==> config.mk <==
export PLATFORM = sky130hd
export DESIGN_NAME = cpu_phase_gen_flat
export DESIGN_NICKNAME = d
export VERILOG_FILES = /design/src/rtl/cpu_phase_gen_if.sv /design/src/rtl/cpu_phase_gen.sv /design/src/flat_wrapper.sv
export SDC_FILE = /design/constraint.sdc
export NUM_CORES = 1
export LEC_CHECK = 0
export CAP_MARGIN = 5
export CELL_PAD_IN_SITES_DETAIL_PLACEMENT = 1
export CELL_PAD_IN_SITES_GLOBAL_PLACEMENT = 1
export CORE_MARGIN = 8
export CORE_UTILIZATION = 40
export DETAILED_ROUTE_END_ITERATION = 7
export PLACE_DENSITY_LB_ADDON = 0.1
export SLEW_MARGIN = 40
export SYNTH_ARGS = -nofsm -noshare
export SYNTH_HDL_FRONTEND = slang
export SYNTH_SLANG_ARGS = --single-unit
==> constraint.sdc <==
create_clock -name clk -period 2.59 [get_ports clk]
set_input_delay 0.518 -clock clk [delete_from_list [all_inputs] [get_ports clk]]
set_output_delay 0.518 -clock clk [all_outputs]
set_load 0.01 [all_outputs]
==> src/rtl/cpu_phase_gen_if.sv <==
// Phase generator control/status bundle: run/stall/window inputs in, phase strobes out.
// Pure wiring, no latency of its own.
// The stall input is the only flow-control signal carried; SINGLE_STEP_EN adds step_mode/step.
interface cpu_phase_gen_if #(
  parameter int NUM_PHASES = 6,
  parameter int NUM_CH     = 2,
  parameter int CNT_W      = 16
);
  localparam int PW = $clog2(NUM_PHASES);

  logic                 run;
  logic                 stall;
  logic [NUM_CH*PW-1:0] ch_start;
  logic [NUM_CH*PW-1:0] ch_stop;
`ifdef SINGLE_STEP_EN
  logic                 step_mode;
  logic                 step;
`endif
  logic [NUM_PHASES-1:0] phase;
  logic [PW-1:0]         phase_idx;
  logic [NUM_CH-1:0]     ch_en;
  logic                  cyc_start;
  logic [CNT_W-1:0]      cyc_cnt;
  logic                  busy;

`ifdef SINGLE_STEP_EN
  modport master (
    output run, stall, ch_start, ch_stop, step_mode, step,
    input  phase, phase_idx, ch_en, cyc_start, cyc_cnt, busy
  );
  modport slave (
    input  run, stall, ch_start, ch_stop, step_mode, step,
    output phase, phase_idx, ch_en, cyc_start, cyc_cnt, busy
  );
`else
  modport master (
    output run, stall, ch_start, ch_stop,
    input  phase, phase_idx, ch_en, cyc_start, cyc_cnt, busy
  );
  modport slave (
    input  run, stall, ch_start, ch_stop,
    output phase, phase_idx, ch_en, cyc_start, cyc_cnt, busy
  );
`endif
endinterface

==> src/rtl/cpu_phase_gen.sv <==
// Instruction-cycle phase generator: one-hot phase, per-channel window enables, cycle counter.
// All outputs registered on the falling clk edge; run start takes one edge; optional SINGLE_STEP_EN adds HOLD.
// stall freezes phase/enables/counter; a stop request waits for both the cycle boundary and stall release.
module cpu_phase_gen #(
  parameter int NUM_PHASES = 6,
  parameter int NUM_CH     = 2,
  parameter int CNT_W      = 16
) (
  input logic clk,
  input logic rst,
  cpu_phase_gen_if.slave bus
);
  localparam int PW = $clog2(NUM_PHASES);
  localparam logic [PW-1:0]         LAST = PW'(NUM_PHASES - 1);
  localparam logic [NUM_PHASES-1:0] PH0  = NUM_PHASES'(1);

`ifdef SINGLE_STEP_EN
  typedef enum logic [1:0] {IDLE = 2'd0, RUN = 2'd1, HOLD = 2'd2} state_t;
`else
  typedef enum logic [0:0] {IDLE = 1'b0, RUN = 1'b1} state_t;
`endif

  state_t                state;
  logic [NUM_PHASES-1:0] phase;
  logic [PW-1:0]         phase_idx;
  logic [NUM_CH-1:0]     ch_en;
  logic                  cyc_start;
  logic [CNT_W-1:0]      cyc_cnt;
  logic                  busy;
  logic [NUM_CH*PW-1:0]  sh_start;
  logic [NUM_CH*PW-1:0]  sh_stop;

  logic [PW-1:0]     idx_next;
  logic [NUM_CH-1:0] en_first;
  logic [NUM_CH-1:0] en_next;

  // Window membership; out-of-range bounds disable the channel, start > stop wraps around.
  function automatic logic in_win(logic [PW-1:0] s, logic [PW-1:0] e, logic [PW-1:0] i);
    if (int'(s) >= NUM_PHASES || int'(e) >= NUM_PHASES) return 1'b0;
    if (s <= e) return (i >= s) && (i <= e);
    return (i >= s) || (i <= e);
  endfunction

  // Enables for the phase about to be entered: phase 0 uses the live inputs being captured.
  always_comb begin
    idx_next = phase_idx + PW'(1);
    en_first = '0;
    en_next  = '0;
    for (int k = 0; k < NUM_CH; k++) begin
      en_first[k] = in_win(bus.ch_start[k*PW +: PW], bus.ch_stop[k*PW +: PW], {PW{1'b0}});
      en_next[k]  = in_win(sh_start[k*PW +: PW], sh_stop[k*PW +: PW], idx_next);
    end
  end

  // Control FSM with registered outputs, all updates on the falling edge.
  always_ff @(negedge clk or posedge rst) begin
    if (rst) begin
      state     <= IDLE;
      phase     <= '0;
      phase_idx <= '0;
      ch_en     <= '0;
      cyc_start <= 1'b0;
      cyc_cnt   <= '0;
      busy      <= 1'b0;
      sh_start  <= '0;
      sh_stop   <= '0;
    end else begin
      case (state)
        IDLE: begin
          if (bus.run) begin
            state     <= RUN;
            phase     <= PH0;
            phase_idx <= '0;
            ch_en     <= en_first;
            cyc_start <= 1'b1;
            busy      <= 1'b1;
            sh_start  <= bus.ch_start;
            sh_stop   <= bus.ch_stop;
          end
        end
        RUN: begin
          if (!bus.stall) begin
            if (phase_idx == LAST) begin
              cyc_cnt <= cyc_cnt + CNT_W'(1);
              if (!bus.run) begin
                state     <= IDLE;
                phase     <= '0;
                phase_idx <= '0;
                ch_en     <= '0;
                cyc_start <= 1'b0;
                busy      <= 1'b0;
`ifdef SINGLE_STEP_EN
              end else if (bus.step_mode) begin
                state     <= HOLD;
                phase     <= '0;
                phase_idx <= '0;
                ch_en     <= '0;
                cyc_start <= 1'b0;
                busy      <= 1'b0;
`endif
              end else begin
                phase     <= PH0;
                phase_idx <= '0;
                ch_en     <= en_first;
                cyc_start <= 1'b1;
                sh_start  <= bus.ch_start;
                sh_stop   <= bus.ch_stop;
              end
            end else begin
              phase     <= phase << 1;
              phase_idx <= idx_next;
              ch_en     <= en_next;
              cyc_start <= 1'b0;
            end
          end
        end
`ifdef SINGLE_STEP_EN
        HOLD: begin
          if (!bus.run) begin
            state <= IDLE;
          end else if (bus.step) begin
            state     <= RUN;
            phase     <= PH0;
            phase_idx <= '0;
            ch_en     <= en_first;
            cyc_start <= 1'b1;
            busy      <= 1'b1;
            sh_start  <= bus.ch_start;
            sh_stop   <= bus.ch_stop;
          end
        end
`endif
        default: begin
          state     <= IDLE;
          phase     <= '0;
          phase_idx <= '0;
          ch_en     <= '0;
          cyc_start <= 1'b0;
          busy      <= 1'b0;
        end
      endcase
    end
  end

  assign bus.phase     = phase;
  assign bus.phase_idx = phase_idx;
  assign bus.ch_en     = ch_en;
  assign bus.cyc_start = cyc_start;
  assign bus.cyc_cnt   = cyc_cnt;
  assign bus.busy      = busy;
endmodule
==> src/flat_wrapper.sv <==
// flat-port wrapper written by rule: the top's interface ports become plain ports
module cpu_phase_gen_flat 
#(
  parameter int NUM_PHASES = 6,
  parameter int NUM_CH     = 2,
  parameter int CNT_W      = 16
)
  (clk, rst, bus_run, bus_stall, bus_ch_start, bus_ch_stop, bus_phase, bus_phase_idx, bus_ch_en, bus_cyc_start, bus_cyc_cnt, bus_busy);
  cpu_phase_gen_if #(.NUM_PHASES(NUM_PHASES), .NUM_CH(NUM_CH), .CNT_W(CNT_W)) bus_i ();
  input logic clk;
  input logic rst;
  input wire logic [$bits(bus_i.run)-1:0] bus_run;
  input wire logic [$bits(bus_i.stall)-1:0] bus_stall;
  input wire logic [$bits(bus_i.ch_start)-1:0] bus_ch_start;
  input wire logic [$bits(bus_i.ch_stop)-1:0] bus_ch_stop;
  output wire logic [$bits(bus_i.phase)-1:0] bus_phase;
  output wire logic [$bits(bus_i.phase_idx)-1:0] bus_phase_idx;
  output wire logic [$bits(bus_i.ch_en)-1:0] bus_ch_en;
  output wire logic [$bits(bus_i.cyc_start)-1:0] bus_cyc_start;
  output wire logic [$bits(bus_i.cyc_cnt)-1:0] bus_cyc_cnt;
  output wire logic [$bits(bus_i.busy)-1:0] bus_busy;
  assign bus_i.run = bus_run;
  assign bus_i.stall = bus_stall;
  assign bus_i.ch_start = bus_ch_start;
  assign bus_i.ch_stop = bus_ch_stop;
  assign bus_phase = bus_i.phase;
  assign bus_phase_idx = bus_i.phase_idx;
  assign bus_ch_en = bus_i.ch_en;
  assign bus_cyc_start = bus_i.cyc_start;
  assign bus_cyc_cnt = bus_i.cyc_cnt;
  assign bus_busy = bus_i.busy;
  cpu_phase_gen #(.NUM_PHASES(NUM_PHASES), .NUM_CH(NUM_CH), .CNT_W(CNT_W)) u_core (.clk(clk), .rst(rst), .bus(bus_i));
endmodule
# After elaboration in Yosys (flattened, before gate mapping)
# Index checks and enable logic that the tools add are counted.
[word_totals]
in_bits = 16
word_cells = 116
out_inout_bits = 29
register_bits = 42
[classes]
magnitude_cmp = 20
n_mux = 62
n_reduce_logical = 16
n_addsub = 2
eq_ne = 5
bitwise = 2
[op_table]
columns = ["op", "n"]
rows = [
  ["2-to-1 mux 6 bit", 9],
  ["2-to-1 mux 1 bit", 38],
  ["one-hot mux 6 bit (2 select lines)", 3],
  [">= comparator 3 bit (second input constant)", 8],
  ["less-or-equal comparator 3 bit", 6],
  ["adder 16 x 1 -> 16 bit (second input constant)", 1],
  ["2-to-1 mux 3 bit", 3],
  ["logical OR 1 bit", 8],
  ["2-to-1 mux 2 bit", 4],
  ["!= test 2 bit (second input constant)", 4],
  [">= comparator 1 x 3 -> 1 bit (first input constant)", 2],
  [">= comparator 3 bit", 2],
  ["less-or-equal comparator 1 x 3 -> 1 bit (first input constant)", 2],
  ["one-hot mux 1 bit (2 select lines)", 3],
  ["one-hot mux 3 bit (2 select lines)", 1],
  ["logical AND 1 bit", 4],
  ["one-hot mux 2 bit (2 select lines)", 1],
  ["AND reduction 2 bit", 2],
  ["AND reduction 4 bit", 1],
  ["adder 3 x 1 -> 3 bit (second input constant)", 1],
  ["== test 3 bit (second input constant)", 1],
  ["AND reduction 3 bit", 1],
  ["NOT 1 bit", 2],
]

# Depth between registers and ports, before layout
[depth]
ltp_word = 10
depth_mapped = 9
depth_no_buf = 9

==> impl_results.md <==
- Post-Syn Area: 0.002381 mm²
- Multi-input logic area: 0.001420 mm²
- Worst setup margin: -0.1918 ns
- Hold Crit Start: u_core.bus.cyc_cnt[15]
- Drt wl/cell: between 15 and 20 µm
- Top FF cell, synth: dfrtn_1
- CTS Hold Buffers Added: 0
- DRC violations left: 0
- Worst slew margin: 72.20%
- Initial Utilization: 40.70%
- P per Cell Area: 825.7 mW/mm²
- Final hold slack: 0.5067 ns
- Antenna Diode Count: 0
- Final hold vios: 0
- Die width: between 90 and 100 µm
- Register Area: 0.001026 mm²
- HP Class: flop to flop
- Via count: 2,211
- Drt initial violations: 66
- Critical Path AT: about 1.6 ns
- Post-DP HPWL: 5009 µm
- Clock tree root driver cell: clkbuf_8
- Clock skew: 0.008535 ns
- Syn_area_per_cell: 9.880 µm²
- CP Launch Point: bus_ch_stop[4]
- Most common cell after layout, fill and taps aside: buf_4
- Crit Reg-Reg Startpoint: u_core.bus.phase_idx[0]
- CP max FO: 2
- Core area: 0.005851 mm²
- Static Leak: 1.873 nW
- First-pass GRT wire length: 11,320 µm
- Total GRT Usage: between 10% and 20%
- Setup crit start kind: primary input
- Max-Cap Viols: 0
- Die Y-Extent: 93.15 µm
- Crit path required time: 1.43 ns
- CTS buffer count: 5
- Final WL: 6881 µm
- Largest net degree at the start of global routing: 42
- Final GP Congestion: 0.8030
- Final setup viols: 34
- Clk sinks: 41
- Status: complete, but fails checks
- Asr flop ratio synth: 100.0%
- Final Max Slew Viols: 0
- Syn Inst Count: 241
- Most frequent cells in the layout: buf_4 (69), dfrtn_1 (41), nand2_1 (26)
- Vias in the first global route: about 2,500
- Sequential area share after synthesis: 43.09%
- Post-route ant nets: 0
- Clock Path Buffers: 2
- Site row count: 28
- Initial antenna violation count: 0
- Synthesized Nets: approximately 280
- Drt pass-1 iters: 4
- Synth warn: 0
- Vias/cell: 5.059
- RSZ-0062 raised after global routing: true
- Critical Path Max Stage Delay: 0.21 ns
- Layout cell share with drive strength beyond 1: ~45%
- Slew @ Worst Pin: 0.4157 ns
- Post-synthesis register bit count: 41
- Final Core Density: 62.64%
- CP Capture Type: flop
- Skew-Pair Late Insertion Delay: 0.30 ns
- Die Area: 0.008677 mm²
- Post-synth EDFFs: 0
- Library cells used by synthesis: about 40
- Crit path cell chain: buf_6 > inv_4 > ha_4 > nor2b_4 > o21a_1 > o211a_1 > o221ai_2 > o211ai_1
- CTS tree: done
- Fill cells: 656
- Overflow after GRT: 0
- CP max-delay cell: o211a_1
- Failing checks: negative setup slack
- Clk pin slew, worst setup/hold paths: 0.06 ns
- Ports: 45
- Area grow syn2layout: 53.91%
- Port bufs: 44
- Kind of critical path: primary input to flop
- CTS H-tree lvls: 2
- Fin nets: 404
- VDD IR max: 0.3517 mV
registers in the layout, indices dropped and copies added (netlist names):
signal                cells
u_core.bus.cyc_cnt       16
u_core.bus.phase          6
u_core.sh_start           6
u_core.sh_stop            6
u_core.bus.phase_idx      3
u_core.bus.ch_en          2
u_core.bus.busy           1
u_core.state              1
critical path, delay by kind of cell:
family | cells | cell delay [ns]
AOI/OAI and AO/OA | 4 | 0.64
buffers and inverters | 2 | 0.15
adders and majority gates | 1 | 0.19
and+or+nand+nor | 1 | 0.12
cells by family (layout without fill, tap and decap cells):
kind of cell             count (synthesis)  after routing  share of synthesized area (%)
AND/OR/NAND/NOR                         70             70                          16.03
AO/OA/AOI/OAI                           55             55                          14.56
flip-flops                              41             41                          43.09
buffers and inverters                   29            150                          4.887
adder cells (fa/ha/maj)                 28             28                          14.61
XOR/XNOR                                16             16                          5.885
multiplexers                             2              2                         0.9458
metal layers:
metal	up-vias	global-route usage, %	wire length [µm]
met2	42	30.41	3739
met5	-	0	0
met4	0	6.980	187
met3	15	3.526	264
met1	1078	16.87	2690
li1	1076	-	-
report_power, final:
group	leakage [nW]	internal (mW)	switching [mW]
Sequential	0.534	0.828	0.117
Clock	0.0439	0.186	0.235
Combinational	1.29	0.808	0.852
Total	1.87	1.82	1.20
per-stage QoR:
step                TNS [ns]  instances  cell area (µm²)  power, mW  worst slack [ns]
global placement      -30.23        404             3352      2.443           -0.9220
detailed placement    -31.25        404             3352      2.552            -1.011
global route          -3.523        437             3665      3.299           -0.2436
floorplan             -1.426        241             2466      1.903           -0.3319
finish                -2.396        437             3665      3.026           -0.1918
CTS                   -2.692        423             3461      2.974           -0.2100
what timing repair did:
| item | in CTS | in global routing |
|---|---|---|
| pin swaps | 14 | 10 |
| setup buffers | 11 | 14 |
| gates resized for setup | 193 | 27 |
| setup endpoints to repair | 69 | 37 |
cell type report:
cell class | count | area share (%)
Sequential cell | 41 | 28.00
Timing Repair Buffer | 119 | 25.67
Clock buffer | 5 | 1.878
Inverter | 23 | 2.663
Tap cell | 75 | 2.561
Multi-Input combinational cell | 171 | 38.75
Clock inverter | 3 | 0.4780
cell usage after synthesis (2+ instances only):
cell type / number / area (µm²)
o21ai_0: 25 / 125.1
nand2b_1: 3 / 18.77
mux2_2: 2 / 22.52
and2_1: 2 / 12.51
a32oi_1: 2 / 17.52
nand2_1: 28 / 105.1
nand3_1: 8 / 40.04
xnor2_1: 11 / 96.34
nor2_1: 8 / 30.03
ha_1: 27 / 337.8
nand4_1: 3 / 18.77
buf_2: 2 / 10.01
o221ai_1: 2 / 17.52
xor2_1: 5 / 43.79
a31oi_1: 2 / 12.51
o211ai_1: 4 / 30.03
inv_1: 23 / 86.33
a22o_1: 5 / 43.79
a21oi_1: 7 / 35.03
o21a_1: 3 / 22.52
clkbuf_1: 2 / 7.510
dfrtn_1: 41 / 1026
nand3_2: 2 / 20.02
nor2b_1: 7 / 43.79
worst paths after layout:
kind	end	slack (ns)	cells after the start
min reg2reg	u_core.bus.cyc_cnt[15]	0.51	2
max in group asynchronous	u_core.sh_start[1]	0.55	3
max reg2reg	u_core.bus.ch_en[0]	0.31	8
max	u_core.bus.ch_en[1]	-0.19	8
min	u_core.bus.cyc_cnt[15]	0.51	2
min in group asynchronous	u_core.bus.cyc_cnt[0]	1.80	3
No activity file was read; power rests on OpenSTA's default activity.
